[src/rtl/keccak_round_scheduler_if.sv]
// rtl/keccak_round_scheduler_if.sv - host/stage-side bundle for the Keccak round scheduler
interface keccak_round_scheduler_if #(
    parameter int NUM_STAGES = 5,
    parameter int RND_W      = 5,
    parameter int STG_W      = 3
);
    logic                  start;
    logic                  abort;
    logic [NUM_STAGES-1:0] stage_done;
    logic [NUM_STAGES-1:0] stage_en;
    logic [STG_W-1:0]      stage_idx;
    logic [RND_W-1:0]      cnt24_value;
    logic                  last_round;
    logic                  busy;
    logic                  done;
    logic                  err;

    modport master (
        output start, abort, stage_done,
        input  stage_en, stage_idx, cnt24_value, last_round, busy, done, err
    );

    modport slave (
        input  start, abort, stage_done,
        output stage_en, stage_idx, cnt24_value, last_round, busy, done, err
    );
endinterface

[src/rtl/keccak_round_scheduler.sv]
// rtl/keccak_round_scheduler.sv - sequences theta/rho/pi/chi/addRC over 24 rounds
// Optional per-stage watchdog enabled by SCHED_TIMEOUT_EN.
module keccak_round_scheduler #(
    parameter int NUM_STAGES  = 5,
    parameter int NUM_ROUNDS  = 24,
    parameter int RND_W       = 5,
    parameter int STG_W       = 3,
    parameter int TIMEOUT_CYC = 1024
) (
    input  logic                     clk,
    input  logic                     rst,
    keccak_round_scheduler_if.slave  bus
);
    typedef enum logic [1:0] {S_IDLE, S_RUN, S_GAP, S_FIN} state_t;

    localparam logic [STG_W-1:0] LAST_STG = STG_W'(NUM_STAGES - 1);
    localparam logic [RND_W-1:0] LAST_RND = RND_W'(NUM_ROUNDS - 1);

    state_t                state, state_nxt;
    logic [STG_W-1:0]      stage, stage_nxt;
    logic [RND_W-1:0]      round, round_nxt;
    logic [NUM_STAGES-1:0] done_q;
    logic                  start_q;
    logic                  hit;

    // Inputs are registered, so start and stage_done act one edge after they are sampled.
    assign hit = done_q[stage];

`ifdef SCHED_TIMEOUT_EN
    localparam int TMR_W = $clog2(TIMEOUT_CYC);
    logic [TMR_W-1:0] tmr, tmr_nxt;
    logic             err_q, err_nxt;
    logic             expired;

    assign expired = (tmr == TMR_W'(TIMEOUT_CYC - 1));
`endif

    always_ff @(posedge clk) begin
        if (!rst) begin
            state   <= S_IDLE;
            stage   <= '0;
            round   <= '0;
            done_q  <= '0;
            start_q <= 1'b0;
`ifdef SCHED_TIMEOUT_EN
            tmr     <= '0;
            err_q   <= 1'b0;
`endif
        end else begin
            state   <= state_nxt;
            stage   <= stage_nxt;
            round   <= round_nxt;
            done_q  <= bus.stage_done;
            start_q <= (state == S_IDLE) && bus.start && !bus.abort;
`ifdef SCHED_TIMEOUT_EN
            tmr     <= tmr_nxt;
            err_q   <= err_nxt;
`endif
        end
    end

    always_comb begin
        state_nxt = state;
        stage_nxt = stage;
        round_nxt = round;
`ifdef SCHED_TIMEOUT_EN
        err_nxt   = err_q;
        tmr_nxt   = (state == S_RUN) ? tmr + TMR_W'(1) : '0;
`endif
        if (bus.abort) begin
            state_nxt = S_IDLE;
            stage_nxt = '0;
            round_nxt = '0;
        end else begin
            case (state)
                S_IDLE: begin
                    if (start_q) begin
                        state_nxt = S_RUN;
                        stage_nxt = '0;
                        round_nxt = '0;
`ifdef SCHED_TIMEOUT_EN
                        err_nxt   = 1'b0;
`endif
                    end
                end
                S_RUN: begin
                    if (hit) begin
                        state_nxt = S_GAP;
`ifdef SCHED_TIMEOUT_EN
                    end else if (expired) begin
                        state_nxt = S_IDLE;
                        stage_nxt = '0;
                        err_nxt   = 1'b1;
`endif
                    end
                end
                S_GAP: begin
                    if (stage != LAST_STG) begin
                        state_nxt = S_RUN;
                        stage_nxt = stage + STG_W'(1);
                    end else if (round != LAST_RND) begin
                        state_nxt = S_RUN;
                        stage_nxt = '0;
                        round_nxt = round + RND_W'(1);
                    end else begin
                        state_nxt = S_FIN;
                        stage_nxt = '0;
                    end
                end
                S_FIN:   state_nxt = S_IDLE;
                default: state_nxt = S_IDLE;
            endcase
        end
    end

    assign bus.stage_en    = (state == S_RUN) ? (NUM_STAGES'(1) << stage) : '0;
    assign bus.stage_idx   = stage;
    assign bus.cnt24_value = round;
    assign bus.busy        = (state == S_RUN) || (state == S_GAP);
    assign bus.last_round  = bus.busy && (round == LAST_RND);
    assign bus.done        = (state == S_FIN);
`ifdef SCHED_TIMEOUT_EN
    assign bus.err         = err_q;
`else
    assign bus.err         = 1'b0;
`endif
endmodule

[src/flat_wrapper.sv]
// flat-port wrapper written by rule: the top's interface ports become plain ports
module keccak_round_scheduler_flat 
#(
    parameter int NUM_STAGES  = 5,
    parameter int NUM_ROUNDS  = 24,
    parameter int RND_W       = 5,
    parameter int STG_W       = 3,
    parameter int TIMEOUT_CYC = 1024
)
  (clk, rst, bus_start, bus_abort, bus_stage_done, bus_stage_en, bus_stage_idx, bus_cnt24_value, bus_last_round, bus_busy, bus_done, bus_err);
  keccak_round_scheduler_if #(.NUM_STAGES(NUM_STAGES), .RND_W(RND_W), .STG_W(STG_W)) bus_i ();
  input  logic clk;
  input  logic rst;
  input wire logic [$bits(bus_i.start)-1:0] bus_start;
  input wire logic [$bits(bus_i.abort)-1:0] bus_abort;
  input wire logic [$bits(bus_i.stage_done)-1:0] bus_stage_done;
  output wire logic [$bits(bus_i.stage_en)-1:0] bus_stage_en;
  output wire logic [$bits(bus_i.stage_idx)-1:0] bus_stage_idx;
  output wire logic [$bits(bus_i.cnt24_value)-1:0] bus_cnt24_value;
  output wire logic [$bits(bus_i.last_round)-1:0] bus_last_round;
  output wire logic [$bits(bus_i.busy)-1:0] bus_busy;
  output wire logic [$bits(bus_i.done)-1:0] bus_done;
  output wire logic [$bits(bus_i.err)-1:0] bus_err;
  assign bus_i.start = bus_start;
  assign bus_i.abort = bus_abort;
  assign bus_i.stage_done = bus_stage_done;
  assign bus_stage_en = bus_i.stage_en;
  assign bus_stage_idx = bus_i.stage_idx;
  assign bus_cnt24_value = bus_i.cnt24_value;
  assign bus_last_round = bus_i.last_round;
  assign bus_busy = bus_i.busy;
  assign bus_done = bus_i.done;
  assign bus_err = bus_i.err;
  keccak_round_scheduler #(.NUM_STAGES(NUM_STAGES), .NUM_ROUNDS(NUM_ROUNDS), .RND_W(RND_W), .STG_W(STG_W), .TIMEOUT_CYC(TIMEOUT_CYC)) u_core (.clk(clk), .rst(rst), .bus(bus_i));
endmodule
[config.mk]
export PLATFORM = sky130hd
export DESIGN_NAME = keccak_round_scheduler_flat
export DESIGN_NICKNAME = d
export VERILOG_FILES = /design/src/rtl/keccak_round_scheduler_if.sv /design/src/rtl/keccak_round_scheduler.sv /design/src/flat_wrapper.sv
export SDC_FILE = /design/constraint.sdc
export NUM_CORES = 1
export LEC_CHECK = 0
export CAP_MARGIN = 20
export CORE_AREA = 4 4 45 47
export DETAILED_ROUTE_END_ITERATION = 10
export DIE_AREA = 0 0 49 51
export DONT_BUFFER_PORTS = 1
export HOLD_SLACK_MARGIN = 0.06
export PLACE_DENSITY = 0.82
export SETUP_SLACK_MARGIN = 0.4
export SKIP_CTS_REPAIR_TIMING = 1
export SYNTH_ARGS = -nofsm -noshare
export SYNTH_HDL_FRONTEND = slang
export SYNTH_SLANG_ARGS = --single-unit
[constraint.sdc]
create_clock -name clk -period 2.73 [get_ports clk]
set_clock_uncertainty 0.15 [all_clocks]
set_input_delay 0.4095 -clock clk [delete_from_list [all_inputs] [get_ports clk]]
set_output_delay 0.4095 -clock clk [all_outputs]
set_load 0.1 [all_outputs]
==> flow_summary.ini <==
[cells_and_area]
final_util_pct = 64.62
diodes = 0
final_layout_size_suffix_gt1_share_pct = 28.18
area_delta_synth_final_pct = 15.74
nets = 131

[global_routing]
grtUsageTotal_pct = 17.45
grt_pass1_vias = 770
grtUsageMet2_pct = 30.65
grt_max_degree = 11
grt-ovfl-total = 0
use_met3_pct = 4.956
grt_busiest_layer = met2
antenna_found_initial = 0
grtUsageMet1_pct = 19.13
grt_first_pass_wirelength_um = 3401

[yosys]
synth-seq-cells = 16
mappedNetlistArea_sq_um = 922.1
syn_nets = 119
seq_area_frac_synth_pct = 34.74
synth_common_cells = 16 x dfxtp_1, 11 x ha_1, 7 x inv_1, 6 x and2_1
ys_async_sr_fraction_pct = 0
ys_top_cells_by_area = dfxtp_1 35%, ha_1 15%, and2_1 4.1%
synthDistinctLibCells = 40
yosysMostFrequentCell = dfxtp_1
avgSynthCellArea_sq_um = 9.314
synth_edf_count = 0
syn_inst = 99
synth_area_leader_cell = dfxtp_1
ys.flop_type = dfxtp_1
netlist.area_leader.share_pct = 34.74
yosys_warnings = 0

[floorplan]
start_util_pct = 55.83
die_x_um = 49
placement_rows = 15
fp.dieArea_sq_um = 2499
die_h_um = 51
core_area_sq_um = 1652
ios = 26

[clocking]
cts.path.max_buffers = 2
clk_pin_slew_ps = 100
numCtsBuffers = 3
ctsHtreeMaxLevel = 1
cts.sinks = 16
cts_tree = yes
clk_latency_ps = 290
cts-root-buf = clkbuf_4

[worst_setup_path]
worstSetupPathType = reg -> out
cp_max_fo = 4
r2r_start = u_core.state[0]
path_buf_inv = 1
crit_required_ps = 2170
arrival_ps = 1730
endpoint_kind = output pin
start_kind = flop
reg2reg_slack_ps = 640
critPathMaxStageDelay_ps = 380
crit_top_cell = ha_1
critical-path-top-delay-family = adder cells
r2r_end = u_core.bus.cnt24_value[4]
reg2reg_depth = 6
crit_slowest_cell = dfxtp_2
path_cells = buf_4, ha_1, ha_1, and2_4

[placed_design]
gp_congestion = 0.7692
hpwlAfterDp_um = 1516
portBuffers = 0
pre_cts_slack_ps = 649.7

[timing]
worst_pin_slew_ps = 624.2
holdWs_ps = 69.97
fin_ws_ps = 440.2
rsz0062_at_grt = true
hold_viol_final = 0
max_freq_ghz = 0.4367
layout_min_cycle_time_ps = 2290
slew_headroom_pct = 58.29
slew_viol_final = 0
setup_tns_ps = 0
setup_viol = 0
fin_crit_sh_pct = 83.88

[pwr]
p_per_area_nw_per_um2 = 414.2
intPower_mw = 0.3297
fin_total_pwr_mw = 0.4421
p_sw_mw = 0.1123
swShare_pct = 25.41
combinationalPowerShare_pct = 9.9
clockPowerShare_pct = 36.2
p_seq_share_pct = 53.9
ir_drop_uv = 284.6
total_leakage_power_nw = 0.4435

[hold_path]
min_path_cells = 2
min_path_type = in -> reg
min_to = u_core.start_q
min_from = bus_start

[route]
drc = 0
num_vias = 755
post_drt_wl_per_cell_um = 16.07
ant_nets = 0
drt-initial-drc-count = 12
vias_per_cell = 5.945
routed_wirelength_um = 2041
dr.pass1.iters = 4

[flow_run]
cap_violations = 0

[run_status]
status = completed
## kinds of logic after synthesis
family,Yosys count,synth area share [%]
buf+inv,11,5.155
simple gates,37,24.83
other cells,1,0.4067
mux,3,4.613
fa+ha+maj,11,14.93
flops,16,34.74
compound gates,20,15.33
## sequential cells by signal (all words and copies together) (netlist names)
register and cells:
u_core.state 2, u_core.start_q 1, u_core.bus.cnt24_value 5, u_core.done_q 5, u_core.bus.stage_idx 3
## routing by layer
metal,vias to the layer above,wire length [um]
met5,-,0
met2,26,1077
met4,0,57
li1,370,-
met1,352,798
met3,7,107
## final cells by class
type | instances | area, sq um
Inverter | 7 | 26.28
Timing Repair Buffer | 11 | 82.58
Tap cell | 17 | 21.27
Fill cell | 135 | 584.3
Multi-Input combinational cell | 72 | 566.8
Clock buffer | 4 | 36.28
Sequential cell | 16 | 334.1
## through the flow
stage               area, sq um  instances
global placement           1025        123
CTS                        1061        127
global route               1067        127
detailed placement         1025        123
floorplan                 942.2         99
finish                     1067        127
## power groups by stage
stage / Sequential (mW) / Clock (mW) / Combinational (mW)
after CTS: 0.240 / 0.160 / 0.0435
after global placement: 0.246 / 0 / 0.0421
after floorplan: 0.245 / 0 / 0.0392
final: 0.238 / 0.160 / 0.0437
after global routing: 0.239 / 0.172 / 0.0473
after detailed placement: 0.246 / 0 / 0.0430
## placed cells by master, fill, tap and decap left out, types with 2 or more instances in the layout
master,n
or4_1,2
nor2_1,4
mux2i_1,2
ha_1,10
nand2b_1,2
a21oi_1,5
dfxtp_4,2
and3_1,4
and2_1,5
nand4_1,2
o31ai_1,2
inv_1,7
nand2_1,3
clkbuf_4,3
dfxtp_2,5
buf_4,11
o21ai_0,4
dfxtp_1,9
a21boi_1,2
nand3_1,2
## worst max path at each step
stage / from / end / slack [ps] / cells past startpoint
2_1_floorplan: u_core.bus.cnt24_value[3] / u_core.bus.cnt24_value[4] / 440 / 4
3_3_place_gp: u_core.bus.cnt24_value[2] / bus_last_round / 660 / 2
4_1_cts: u_core.bus.stage_idx[0] / bus_stage_en[3] / 310 / 4
5_1_grt: u_core.bus.stage_idx[0] / bus_stage_en[3] / 390 / 4
3_5_place_dp: u_core.bus.cnt24_value[2] / bus_last_round / 650 / 2
6_report: u_core.bus.stage_idx[0] / bus_stage_en[3] / 440 / 4
(Power assumes the default switching activity.)
